==> config.mk <==
export PLATFORM = sky130hd
export DESIGN_NAME = cfu_cmd_queue_flat
export DESIGN_NICKNAME = d
export VERILOG_FILES = /design/src/rtl/cfu_pkg.sv /design/src/rtl/cfu_cmd_queue_if.sv /design/src/rtl/cfu_outstanding_ctr.sv /design/src/rtl/cfu_cmd_queue.sv /design/src/flat_wrapper.sv
export SDC_FILE = /design/constraint.sdc
export NUM_CORES = 1
export LEC_CHECK = 0
export CAP_MARGIN = 25
export CORE_UTILIZATION = 56
export CTS_CLUSTER_SIZE = 30
export DETAILED_ROUTE_END_ITERATION = 16
export PLACE_DENSITY = 0.91
export SETUP_SLACK_MARGIN = 0.05
export SLEW_MARGIN = 5
export SYNTH_ARGS = -nofsm -noshare
export SYNTH_HDL_FRONTEND = slang
export SYNTH_SLANG_ARGS = --single-unit
export TNS_END_PERCENT = 1
==> constraint.sdc <==
create_clock -name clk -period 5.5 [get_ports clk]
set_input_delay 1.1 -clock clk [delete_from_list [all_inputs] [get_ports clk]]
set_output_delay 1.1 -clock clk [all_outputs]
set_load 0.005 [all_outputs]
==> src/rtl/cfu_pkg.sv <==
// Shared CFU types: the command record and field widths used by the command queue.
package cfu_pkg;

  localparam int unsigned FUNCT7_W = 7;
  localparam int unsigned FUNCT3_W = 3;
  localparam int unsigned XLEN     = 32;

  typedef struct packed {
    logic [FUNCT7_W-1:0] funct7;
    logic [FUNCT3_W-1:0] funct3;
    logic [XLEN-1:0]     rs1;
    logic [XLEN-1:0]     rs2;
  } cfu_cmd_t;

  function automatic cfu_cmd_t pack_cmd(input logic [FUNCT7_W+FUNCT3_W-1:0] function_id,
                                        input logic [XLEN-1:0]              rs1,
                                        input logic [XLEN-1:0]              rs2);
    cfu_cmd_t cmd;
    cmd.funct7 = function_id[FUNCT7_W+FUNCT3_W-1:FUNCT3_W];
    cmd.funct3 = function_id[FUNCT3_W-1:0];
    cmd.rs1    = rs1;
    cmd.rs2    = rs2;
    return cmd;
  endfunction

endpackage

==> src/rtl/cfu_cmd_queue_if.sv <==
// Command, engine and response handshakes plus status of the CFU command queue.
interface cfu_cmd_queue_if
  import cfu_pkg::*;
#(
  parameter int unsigned DEPTH = 4
);
  localparam int unsigned CNT_W = $clog2(DEPTH) + 1;

  logic                         cmd_valid;
  logic                         cmd_ready;
  logic [FUNCT7_W+FUNCT3_W-1:0] cmd_payload_function_id;
  logic [XLEN-1:0]              cmd_payload_inputs_0;
  logic [XLEN-1:0]              cmd_payload_inputs_1;

  logic                         eng_valid;
  logic                         eng_ready;
  logic [FUNCT7_W-1:0]          eng_funct7;
  logic [FUNCT3_W-1:0]          eng_funct3;
  logic [XLEN-1:0]              eng_rs1;
  logic [XLEN-1:0]              eng_rs2;

  logic                         rsp_valid;
  logic                         rsp_ready;

  logic [CNT_W-1:0]             count;
  logic [3:0]                   outstanding;
  logic                         busy;

  modport master (
    output cmd_valid, cmd_payload_function_id, cmd_payload_inputs_0, cmd_payload_inputs_1,
    output eng_ready, rsp_valid, rsp_ready,
    input  cmd_ready, eng_valid, eng_funct7, eng_funct3, eng_rs1, eng_rs2,
    input  count, outstanding, busy
  );

  modport slave (
    input  cmd_valid, cmd_payload_function_id, cmd_payload_inputs_0, cmd_payload_inputs_1,
    input  eng_ready, rsp_valid, rsp_ready,
    output cmd_ready, eng_valid, eng_funct7, eng_funct3, eng_rs1, eng_rs2,
    output count, outstanding, busy
  );

endinterface

==> src/rtl/cfu_outstanding_ctr.sv <==
// Saturating up/down count of commands issued to the engine but not yet answered.
module cfu_outstanding_ctr #(
  parameter int unsigned MAX_OUTSTANDING = 2
) (
  input  logic       clk,
  input  logic       reset,
  input  logic       i_inc,
  input  logic       i_dec,
  output logic [3:0] o_count,
  output logic       o_room
);

  logic [3:0] r_count;
  logic [3:0] w_count_nxt;
  logic       w_dec;

  // A completion with nothing in flight is dropped rather than wrapping.
  assign w_dec = i_dec & (r_count != 4'd0);

  always_comb begin
    w_count_nxt = r_count;
    if (i_inc && !w_dec) begin
      w_count_nxt = r_count + 4'd1;
    end else if (w_dec && !i_inc) begin
      w_count_nxt = r_count - 4'd1;
    end
  end

  always_ff @(posedge clk) begin
    if (reset) begin
      r_count <= 4'd0;
    end else begin
      r_count <= w_count_nxt;
    end
  end

  assign o_count = r_count;
  assign o_room  = (r_count < 4'(MAX_OUTSTANDING));

endmodule

==> src/rtl/cfu_cmd_queue.sv <==
// In-order CFU command FIFO feeding the SIMD engine with an outstanding-issue cap.
// Optional zero-latency bypass of an empty queue: define CFU_CMD_QUEUE_BYPASS_EN.
module cfu_cmd_queue
  import cfu_pkg::*;
#(
  parameter int unsigned DEPTH           = 4,
  parameter int unsigned MAX_OUTSTANDING = 2
) (
  input logic             clk,
  input logic             reset,
  cfu_cmd_queue_if.slave  bus
);

  localparam int unsigned PTR_W = $clog2(DEPTH);
  localparam int unsigned CNT_W = PTR_W + 1;

  cfu_cmd_t         r_mem [DEPTH];
  logic [PTR_W-1:0] r_wptr;
  logic [PTR_W-1:0] r_rptr;
  logic [CNT_W-1:0] r_count;

  cfu_cmd_t   w_in;
  cfu_cmd_t   w_eng_cmd;
  logic       w_empty;
  logic       w_room;
  logic       w_cmd_ready;
  logic       w_eng_valid;
  logic       w_issue;
  logic       w_push;
  logic       w_pop;
  logic [3:0] w_outstanding;

  assign w_in        = pack_cmd(bus.cmd_payload_function_id, bus.cmd_payload_inputs_0,
                                bus.cmd_payload_inputs_1);
  assign w_empty     = (r_count == '0);
  assign w_cmd_ready = (r_count < CNT_W'(DEPTH));

  // Payload is masked to zero while empty so stale storage never leaks out.
  always_comb begin
    w_eng_cmd   = '0;
    w_eng_valid = 1'b0;
    if (!w_empty) begin
      w_eng_cmd   = r_mem[r_rptr];
      w_eng_valid = w_room;
    end
`ifdef CFU_CMD_QUEUE_BYPASS_EN
    else if (w_room) begin
      w_eng_cmd   = w_in;
      w_eng_valid = bus.cmd_valid;
    end
`endif
  end

  assign w_issue = w_eng_valid & bus.eng_ready;
  assign w_pop   = w_issue & ~w_empty;
  // An issue while empty can only be a bypassed command; it is never stored.
  assign w_push  = bus.cmd_valid & w_cmd_ready & ~(w_issue & w_empty);

  always_ff @(posedge clk) begin
    if (reset) begin
      r_wptr  <= '0;
      r_rptr  <= '0;
      r_count <= '0;
    end else begin
      if (w_push) begin
        r_wptr <= r_wptr + PTR_W'(1);
      end
      if (w_pop) begin
        r_rptr <= r_rptr + PTR_W'(1);
      end
      if (w_push && !w_pop) begin
        r_count <= r_count + CNT_W'(1);
      end else if (w_pop && !w_push) begin
        r_count <= r_count - CNT_W'(1);
      end
    end
  end

  always_ff @(posedge clk) begin
    if (w_push) begin
      r_mem[r_wptr] <= w_in;
    end
  end

  cfu_outstanding_ctr #(
    .MAX_OUTSTANDING (MAX_OUTSTANDING)
  ) u_outstanding_ctr (
    .clk     (clk),
    .reset   (reset),
    .i_inc   (w_issue),
    .i_dec   (bus.rsp_valid & bus.rsp_ready),
    .o_count (w_outstanding),
    .o_room  (w_room)
  );

  assign bus.cmd_ready   = w_cmd_ready;
  assign bus.eng_valid   = w_eng_valid;
  assign bus.eng_funct7  = w_eng_cmd.funct7;
  assign bus.eng_funct3  = w_eng_cmd.funct3;
  assign bus.eng_rs1     = w_eng_cmd.rs1;
  assign bus.eng_rs2     = w_eng_cmd.rs2;
  assign bus.count       = r_count;
  assign bus.outstanding = w_outstanding;
  assign bus.busy        = !w_empty || (w_outstanding != 4'd0);

endmodule

==> src/flat_wrapper.sv <==
// flat-port wrapper written by rule: the top's interface ports become plain ports
module cfu_cmd_queue_flat import cfu_pkg::*;
#(
  parameter int unsigned DEPTH           = 4,
  parameter int unsigned MAX_OUTSTANDING = 2
)
  (clk, reset, bus_cmd_valid, bus_cmd_payload_function_id, bus_cmd_payload_inputs_0, bus_cmd_payload_inputs_1, bus_eng_ready, bus_rsp_valid, bus_rsp_ready, bus_cmd_ready, bus_eng_valid, bus_eng_funct7, bus_eng_funct3, bus_eng_rs1, bus_eng_rs2, bus_count, bus_outstanding, bus_busy);
  cfu_cmd_queue_if #(.DEPTH(DEPTH)) bus_i ();
  input logic clk;
  input logic reset;
  input wire logic [$bits(bus_i.cmd_valid)-1:0] bus_cmd_valid;
  input wire logic [$bits(bus_i.cmd_payload_function_id)-1:0] bus_cmd_payload_function_id;
  input wire logic [$bits(bus_i.cmd_payload_inputs_0)-1:0] bus_cmd_payload_inputs_0;
  input wire logic [$bits(bus_i.cmd_payload_inputs_1)-1:0] bus_cmd_payload_inputs_1;
  input wire logic [$bits(bus_i.eng_ready)-1:0] bus_eng_ready;
  input wire logic [$bits(bus_i.rsp_valid)-1:0] bus_rsp_valid;
  input wire logic [$bits(bus_i.rsp_ready)-1:0] bus_rsp_ready;
  output wire logic [$bits(bus_i.cmd_ready)-1:0] bus_cmd_ready;
  output wire logic [$bits(bus_i.eng_valid)-1:0] bus_eng_valid;
  output wire logic [$bits(bus_i.eng_funct7)-1:0] bus_eng_funct7;
  output wire logic [$bits(bus_i.eng_funct3)-1:0] bus_eng_funct3;
  output wire logic [$bits(bus_i.eng_rs1)-1:0] bus_eng_rs1;
  output wire logic [$bits(bus_i.eng_rs2)-1:0] bus_eng_rs2;
  output wire logic [$bits(bus_i.count)-1:0] bus_count;
  output wire logic [$bits(bus_i.outstanding)-1:0] bus_outstanding;
  output wire logic [$bits(bus_i.busy)-1:0] bus_busy;
  assign bus_i.cmd_valid = bus_cmd_valid;
  assign bus_i.cmd_payload_function_id = bus_cmd_payload_function_id;
  assign bus_i.cmd_payload_inputs_0 = bus_cmd_payload_inputs_0;
  assign bus_i.cmd_payload_inputs_1 = bus_cmd_payload_inputs_1;
  assign bus_i.eng_ready = bus_eng_ready;
  assign bus_i.rsp_valid = bus_rsp_valid;
  assign bus_i.rsp_ready = bus_rsp_ready;
  assign bus_cmd_ready = bus_i.cmd_ready;
  assign bus_eng_valid = bus_i.eng_valid;
  assign bus_eng_funct7 = bus_i.eng_funct7;
  assign bus_eng_funct3 = bus_i.eng_funct3;
  assign bus_eng_rs1 = bus_i.eng_rs1;
  assign bus_eng_rs2 = bus_i.eng_rs2;
  assign bus_count = bus_i.count;
  assign bus_outstanding = bus_i.outstanding;
  assign bus_busy = bus_i.busy;
  cfu_cmd_queue #(.DEPTH(DEPTH), .MAX_OUTSTANDING(MAX_OUTSTANDING)) u_core (.clk(clk), .reset(reset), .bus(bus_i));
endmodule
Yosys cells after proc, flatten, opt, wreduce, memory -nomap -nowiden
Memories as Yosys holds them, arrays and structs flattened. A register that Yosys moved wholly into a read port is not among the register bits. Cells that the tools add are included.

Logic and storage cells: 46. Input bits: 80. Register bits after elaboration: 11. Output and inout port bits: 84. Memories: 1. RAM bits: 296.

Multiplexer cells: 10. Magnitude comparators: 2. Add/sub/neg operators: 6. Reductions and logical operators: 14. Bitwise gates (word level): 9.

Memories: u_core.r_mem (depth 4, width 74, read ports 1, clocked after memory_dff 1, write ports 1, RTL line cfu_cmd_queue.sv:17) `cfu_cmd_t r_mem [DEPTH];`.

Operator list (number): $mux W74 (1); $mux W4 (2); $and A1 B1 Y1 (7); $mux W3 (2); $logic_not A1 Y1 (5); $add A2 B1 Y2 const B (2); $add A4 B1 Y4 const B (1); $logic_and A1 B1 Y1 (4); $lt A4 B2 Y1 const B (1); $mux W2 (2); $reduce_bool A2 Y1 (2); $reduce_bool A4 Y1 (1); $sub A4 B1 Y4 const B (1); $add A3 B1 Y3 const B (1); $logic_not A3 Y1 (1); $lt A3 B3 Y1 const B (1); $mux W1 (3); $sub A3 B1 Y3 const B (1); $not A1 Y1 (2); $logic_or A1 B1 Y1 (1).

Longest topological paths before layout
Gate-level depths: netlist (run 1).

Word-level depth: 10. Mapped depth: 11. Gate-level depth less buffers: 10.

By module
Synthesis (run 1) repeated with hierarchy kept, for this count alone.

Cell total of the unflattened synthesis: 548. Area, all modules: 11911.4 µm².

Modules (own cells, without submodules): cfu_cmd_queue (cells each 520, times used 1, area an instance 11656.2 µm², seq. area each 9068.7 µm²); cfu_outstanding_ctr (cells each 28, times used 1, area an instance 255.2 µm², seq. area each 80.1 µm²).

Worst setup path after synthesis (run 1)
OpenSTA, ideal clock, no wires.

Path kind: input-to-reg. From: input bus_cmd_valid. To: memory u_core.r_mem[0][0] in the netlist's numbering, enable pin. Data required time: 5.060 ns. Data arrival time: 3.212 ns. Stages on the path: 3. Library setup time: 0.440 ns. Path slack: 1.848 ns. Path buffers: 1. Path through: nor2b_1 > clkbuf_1 > and2_1.

Longest elaborated chain between the ends: 4.

RTL lines: from (decl) (RTL line flat_wrapper.sv:11) `input wire logic [$bits(bus_i.cmd_valid)-1:0] bus_cmd_valid;`; $and A1 B1 Y1 (2 in a row) (RTL line cfu_cmd_queue.sv:57) `assign w_push = bus.cmd_valid & w_cmd_ready & ~(w_issue & w_empty);`; named net u_core.w_push (RTL line cfu_cmd_queue.sv:29) `logic w_push;`; $mux W1 (RTL line cfu_cmd_queue.sv:80) `if (w_push) begin`; $mux W1 (implied by the code) (RTL line cfu_cmd_queue.sv:81) `r_mem[r_wptr] <= w_in;`; to (decl) (RTL line cfu_cmd_queue.sv:17).

The timed path passes the listed nets, and every way through them passes these cells.

==> results of run 1 <==
-- routing by layer --
metal,up-vias,wire length [um],global-route usage
li1,2546,-,-
met2,240,12000,0.371
met5,-,17,0
met4,2,579,0.0722
met3,45,1530,0.0383
met1,3021,9090,0.298
-- stage by stage --
step / hold slack (ns) / util / std cells / setup WS, ns / instance area, sq um
after CTS: 0.534 / 0.723 / 1014 / 1.34 / 14900
final: 0.530 / 0.724 / 1016 / 1.45 / 14900
after global placement: 0.505 / 0.668 / 955 / 1.99 / 13700
after floorplan: 0.485 / - / 548 / 1.85 / 11900
after global routing: 0.574 / 0.724 / 1015 / 1.25 / 14900
after detailed placement: 0.516 / 0.673 / 959 / 1.93 / 13800
-- cell type report --
class	instances	area, sq um
antenna	1	2.50
tap	270	338
clock buffer	37	798
multi-input combinational	205	2560
sequential	309	9160
inverter	6	22.5
fill	1200	5670
clock inverter	18	220
timing repair buffer	170	1790
-- cells in the final DEF, fill, tap and decap left out, types with 8 or more instances in the layout --
master	Yosys	routed
clkbuf_16	0	31
clkdlybuf4s50_1	0	163
edfxtp_1	296	296
mux4_2	74	74
dfxtp_1	13	11
and2_1	79	75
ha_1	8	8
nor2_1	14	14
-- kinds of logic (layout without fill, tap and decap cells) --
kind of cell	Yosys count	in the layout	synth area share
simple gates	104	104	0.0513
fa+ha+maj	10	10	0.0118
compound gates	7	7	0.00326
buf+inv	34	231	0.0167
flops	309	309	0.769
other cells	0	1	0
mux	77	77	0.143
xor+xnor	7	7	0.00515
-- critical path: stages, from the launching register on --
cell and delay (ns):
dfxtp_4 0.70, buf_12 0.42, mux4_2 0.58, and2_1 0.21, clkdlybuf4s50_1 0.46
-- power by group through the flow --
stage / clock [mW] / combinational, mW / sequential, mW
after CTS: 2.12 / 2.15 / 3.05
after global routing: 2.22 / 2.29 / 3.06
after detailed placement: 0 / 2.12 / 3.10
after global placement: 0 / 2.04 / 3.08
final: 2.09 / 2.13 / 3.03
after floorplan: 0 / 1.23 / 2.99
-- flip-flops by register name, indices dropped and copies added, names as in the netlist, named ones only --
name	count
u_core.r_mem	296
u_core.u_outstanding_ctr.o_count	4
u_core.bus.count	3
u_core.r_rptr	2
u_core.r_wptr	2
-- how the worst max path moves through the flow --
| stage | start | endpoint | slack [ns] | cells past startpoint |
|---|---|---|---|---|
| 3_5_place_dp | flip-flop | bus_eng_rs2[1] | 1.93 | 4 |
| 3_3_place_gp | flip-flop | bus_eng_rs2[1] | 1.99 | 4 |
| 6_report | flip-flop | bus_eng_rs2[1] | 1.45 | 4 |
| 2_1_floorplan | bus_cmd_valid | u_core.r_mem[0][0] | 1.85 | 3 |
| 4_1_cts | flip-flop | bus_eng_rs2[1] | 1.34 | 4 |
| 5_1_grt | flip-flop | bus_eng_rs1[14] | 1.25 | 4 |
==> results.sh, run 1 <==
export IMPL_drt_pass1_iter_count=4
export IMPL_ys_top_cells_by_area="edfxtp_1 (75%), mux4_2 (14%), and2_1 (4.2%)"
export IMPL_synth_nets=638
export IMPL_maxCapViolations=0
export IMPL_cts_buffers_inserted=30
export IMPL_ys_seq_elements=309
export IMPL_drt_iter0_drc=335
export IMPL_vias=5854
export IMPL_grt_pass1_wl_mm=35.6
export IMPL_yosys_area_top_type_share=0.747
export IMPL_initial_utilization=0.579
export IMPL_wl_per_cell_um=22.9
export IMPL_yosysWarnings=0
export IMPL_power_density_nw_per_um2=487
export IMPL_grt_max_degree=79
export IMPL_p_clk_frac=0.288
export IMPL_setup_tns_ns=0
export IMPL_yosys_cell_types_count=26
export IMPL_dieWidth_um=148
export IMPL_p_leak_nw=4.80
export IMPL_overflow=0
export IMPL_holdPathEnd="u_core.r_rptr[1]"
export IMPL_worstPathRequired_ns=4.40
export IMPL_yosys_top_cells_count="edfxtp_1 (296), and2_1 (79), mux4_2 (74), nor2_1 (14), dfxtp_1 (13)"
export IMPL_ant_nets=0
export IMPL_cts_max_path_buffers=3
export IMPL_track_usage=0.221
export IMPL_r2r_end="u_core.u_outstanding_ctr.o_count[3]"
export IMPL_cts_sinks=309
export IMPL_viasPerCell=5.76
export IMPL_synthFlopType="edfxtp_1"
export IMPL_finalPower_mw=7.25
export IMPL_cts_repair_resized=0
export IMPL_dp_hpwl_mm=13.5
export IMPL_ys_async_sr_fraction=0
export IMPL_hold_violations=0
export IMPL_layout_drive_gt1_share=0.181
export IMPL_status="complete, no violations"
export IMPL_cp_start_kind="flip-flop"
export IMPL_io_buffers=163
export IMPL_worstSetupEndpointType="output pin"
export IMPL_nets=812
export IMPL_ir_drop_v=0.000280
export IMPL_ys_seq_area_frac=0.769
export IMPL_r2r_start="u_core.bus.count[2]"
export IMPL_power_frac_comb=0.294
export IMPL_first_global_vias=6197
export IMPL_cts_hold_buf=0
export IMPL_drc=0
export IMPL_die_h_um=148
export IMPL_wirelength_mm=23.2
export IMPL_synth_largest_area_cell="edfxtp_1"
export IMPL_reg2reg_depth=11
export IMPL_coreArea_sq_um=20600
export IMPL_path_max_fanout=47
export IMPL_power_switching_mw=1.84
export IMPL_synth_edf_count=296
export IMPL_drv_slew=0
export IMPL_yosysMostFrequentCell="edfxtp_1"
export IMPL_seqPwrFrac=0.418
export IMPL_synth_cells=548
export IMPL_switching_share=0.254
export IMPL_min_from="u_core.r_rptr[1]"
export IMPL_antenna_found_initial=2
export IMPL_cts_setup_buffers=0
export IMPL_reg2reg_slack_ns=2.36
export IMPL_syn_avg_cell_area_sq_um=21.7
export IMPL_min_period_ns=4.05
export IMPL_period_share=0.736
export IMPL_synthToLayoutAreaGrowth_pct=25.1
export IMPL_maxClockFrequency_mhz=247
export IMPL_cts_clk_slew_worst_paths_ns=0.06
export IMPL_clk_latency_ns=0.54
export IMPL_root_buffer="clkbuf_16"
export IMPL_hold_depth=2
export IMPL_die_area_sq_um=21800
export IMPL_critPathKind="flip-flop to output pin"
export IMPL_io_pins=164
export IMPL_fin_skew_ns=0.00804
export IMPL_rows=52
export IMPL_cts_tree="yes"
export IMPL_worstMarginPinSlew_ns=0.705
export IMPL_gp_congestion=0.721
export IMPL_synth_area_sq_um=11900
export IMPL_rsz0062_at_grt="false"
export IMPL_p_int_mw=5.41
export IMPL_worst_ep_arrival_time_ns=2.95
export IMPL_report_final_setup_viol=0
export IMPL_slew_headroom=0.530
export IMPL_hold_path_class="flip-flop to flip-flop"
export IMPL_htreeDepth=1
Power figures use the tool's default switching activity.
==> run 2: changes to the inputs <==
--- a/config.mk
+++ b/config.mk
@@ -6,10 +6,10 @@
 export NUM_CORES = 1
 export LEC_CHECK = 0
 export CAP_MARGIN = 25
-export CORE_UTILIZATION = 56
+export CORE_UTILIZATION = 49
 export CTS_CLUSTER_SIZE = 30
 export DETAILED_ROUTE_END_ITERATION = 16
-export PLACE_DENSITY = 0.91
+export PLACE_DENSITY = 0.85
 export SETUP_SLACK_MARGIN = 0.05
 export SLEW_MARGIN = 5
 export SYNTH_ARGS = -nofsm -noshare
==> constraint.sdc (replaced) <==
create_clock -name clk -period 3.7 [get_ports clk]
set_input_delay 0.74 -clock clk [delete_from_list [all_inputs] [get_ports clk]]
set_output_delay 0.74 -clock clk [all_outputs]
set_load 0.005 [all_outputs]
==> run 2 against run 1 <==
Net effect: register-to-register slack got worse by 1.5 ns; utilization decreased by 9.1 points; total power grew 48%; wire length fell by 4.3%; global-route usage down 3.9 points; via count fell by 1.1%; worst hold slack better by 0.0026 ns; largest power group unchanged; highest routed layer is now met4.
==> results.sh, run 2 (same netlist as run 1, synthesis figures left out) <==
export IMPL_fin_skew_ns=0.00691
export IMPL_report_final_setup_viol=0
export IMPL_finalPower_mw=10.7
export IMPL_critPathKind="flip-flop to output pin"
export IMPL_status="complete, no violations"
export IMPL_placed_area_sq_um=14000
export IMPL_maxCapViolations=0
export IMPL_slew_headroom=0.580
export IMPL_vias=5787
export IMPL_cts_max_path_buffers=3
export IMPL_track_usage=0.182
export IMPL_cts_tree="yes"
export IMPL_reg2reg_depth=10
export IMPL_ir_drop_v=0.000515
export IMPL_synthToLayoutAreaGrowth_pct=25.7
export IMPL_rows=56
export IMPL_hold_depth=2
export IMPL_maxClockFrequency_mhz=294
export IMPL_hold_path_class="flip-flop to flip-flop"
export IMPL_grt_pass1_wl_mm=34.0
export IMPL_cts_buffers_inserted=30
export IMPL_drv_slew=0
export IMPL_largest_reg_flops=296
export IMPL_dpl_cell_count=1017
export IMPL_holdPathEnd="u_core.r_rptr[1]"
export IMPL_cts_repair_resized=0
export IMPL_viasPerCell=5.40
export IMPL_min_period_ns=3.40
export IMPL_first_global_vias=6219
export IMPL_regMostFlops="u_core.r_mem"
export IMPL_worstMarginPinSlew_ns=0.630
export IMPL_dieWidth_um=158
export IMPL_cts_setup_buffers=0
export IMPL_utilization=0.633
export IMPL_hold_violations=0
export IMPL_path_max_fanout=38
export IMPL_io_buffers=163
export IMPL_ant_nets=0
export IMPL_p_leak_nw=4.81
export IMPL_htreeDepth=1
export IMPL_instances_no_fill=1072
export IMPL_initial_utilization=0.504
export IMPL_drt_pass1_iter_count=5
export IMPL_period_share=0.920
export IMPL_cts_sinks=309
export IMPL_io_pins=164
export IMPL_grt_max_degree=75
export IMPL_wirelength_mm=22.2
export IMPL_worstPathRequired_ns=2.96
export IMPL_r2r_start="u_core.bus.count[2]"
export IMPL_gp_congestion=0.711
export IMPL_root_buffer="clkbuf_16"
export IMPL_worst_ep_arrival_time_ns=2.66
export IMPL_worstSetupEndpointType="output pin"
export IMPL_drc=0
export IMPL_wl_per_cell_um=20.7
export IMPL_cts_hold_buf=0
export IMPL_clk_latency_ns=0.53
export IMPL_path_cells="buf_4, mux4_2, and2_1, clkdlybuf4s50_1"
export IMPL_layout_setup_ws_ns=0.296
export IMPL_rsz0062_at_grt="false"
export IMPL_die_area_sq_um=24900
export IMPL_final_common_cell="edfxtp_1"
export IMPL_antenna_found_initial=0
export IMPL_dp_hpwl_mm=13.4
export IMPL_final_area_sq_um=15000
export IMPL_nets=820
export IMPL_min_from="u_core.r_rptr[1]"
export IMPL_place_ws_ns=0.636
export IMPL_reg2reg_slack_ns=0.90
export IMPL_power_density_nw_per_um2=716
export IMPL_die_h_um=158
export IMPL_setup_tns_ns=0
export IMPL_layout_drive_gt1_share=0.189
export IMPL_drt_iter0_drc=316
export IMPL_overflow=0
export IMPL_antennaDiodeCount=0
export IMPL_cpPeakStageDelay_ns=0.75
export IMPL_hold_slack_ns=0.532
export IMPL_r2r_end="u_core.u_outstanding_ctr.o_count[3]"
export IMPL_cp_start_kind="flip-flop"
export IMPL_critPathSlowestCell="dfxtp_4"
export IMPL_coreArea_sq_um=23600
export IMPL_cts_clk_slew_worst_paths_ns=0.06
export IMPL_mostFrequentLayoutCells="edfxtp_1 (296), clkdlybuf4s50_1 (163), and2_1 (75), mux4_2 (74), clkbuf_16 (31)"
-- run 2: cell types whose count changed in the layout (fill, tap and decap cells not counted) --
cell        change
buf_4           +8
buf_12          +4
buf_16          -4
clkinv_4        -2
bufinv_16       -1
clkinv_1        +1
clkinvlp_4      +1
diode_2         -1
inv_8           +1
or3_2           -1
or3_4           +1
-- run 2: routing by layer --
layer  wire (um)  track usage
met3        1380       0.0293
met5           0            0
met1        8790        0.231
met4         351       0.0495
met2       11700        0.324
-- run 2: worst max-delay path: cells and delay by family (launching register included) --
family / cells / cell delay, ns
flops: 1 / 0.75
mux: 1 / 0.34
simple gates: 1 / 0.17
buf+inv: 2 / 0.83
-- run 2: final cells by class --
cell class,count,area [sq um]
inverter,6,22.5
clock inverter,18,195
multi-input combinational,205,2560
fill,1561,8660
tap,319,399
timing repair buffer,178,1820
clock buffer,37,798
sequential,309,9160
-- run 2: how the worst max path moves through the flow --
stage                                    from                                   to  slack, ns  cells after the start
final                               flip-flop                      bus_eng_rs1[14]       0.30                      4
after global routing                flip-flop                      bus_eng_rs2[20]       0.16                      4
after CTS                 u_core.bus.count[0]                       bus_eng_rs1[5]       0.14                      4
after detailed placement  u_core.bus.count[2]  u_core.u_outstanding_ctr.o_count[3]       0.64                     10
after global placement    u_core.bus.count[2]  u_core.u_outstanding_ctr.o_count[3]       0.73                     10
after floorplan                 bus_cmd_valid                   u_core.r_mem[1][0]       0.41                      3
-- run 2: report_power, final --
part           internal, mW  switching [mW]  leakage [nW]  total [mW]
combinational          1.93            1.29          1.51        3.22
clock                  1.81            1.21         0.483        3.01
sequential             4.27           0.207          2.82        4.48
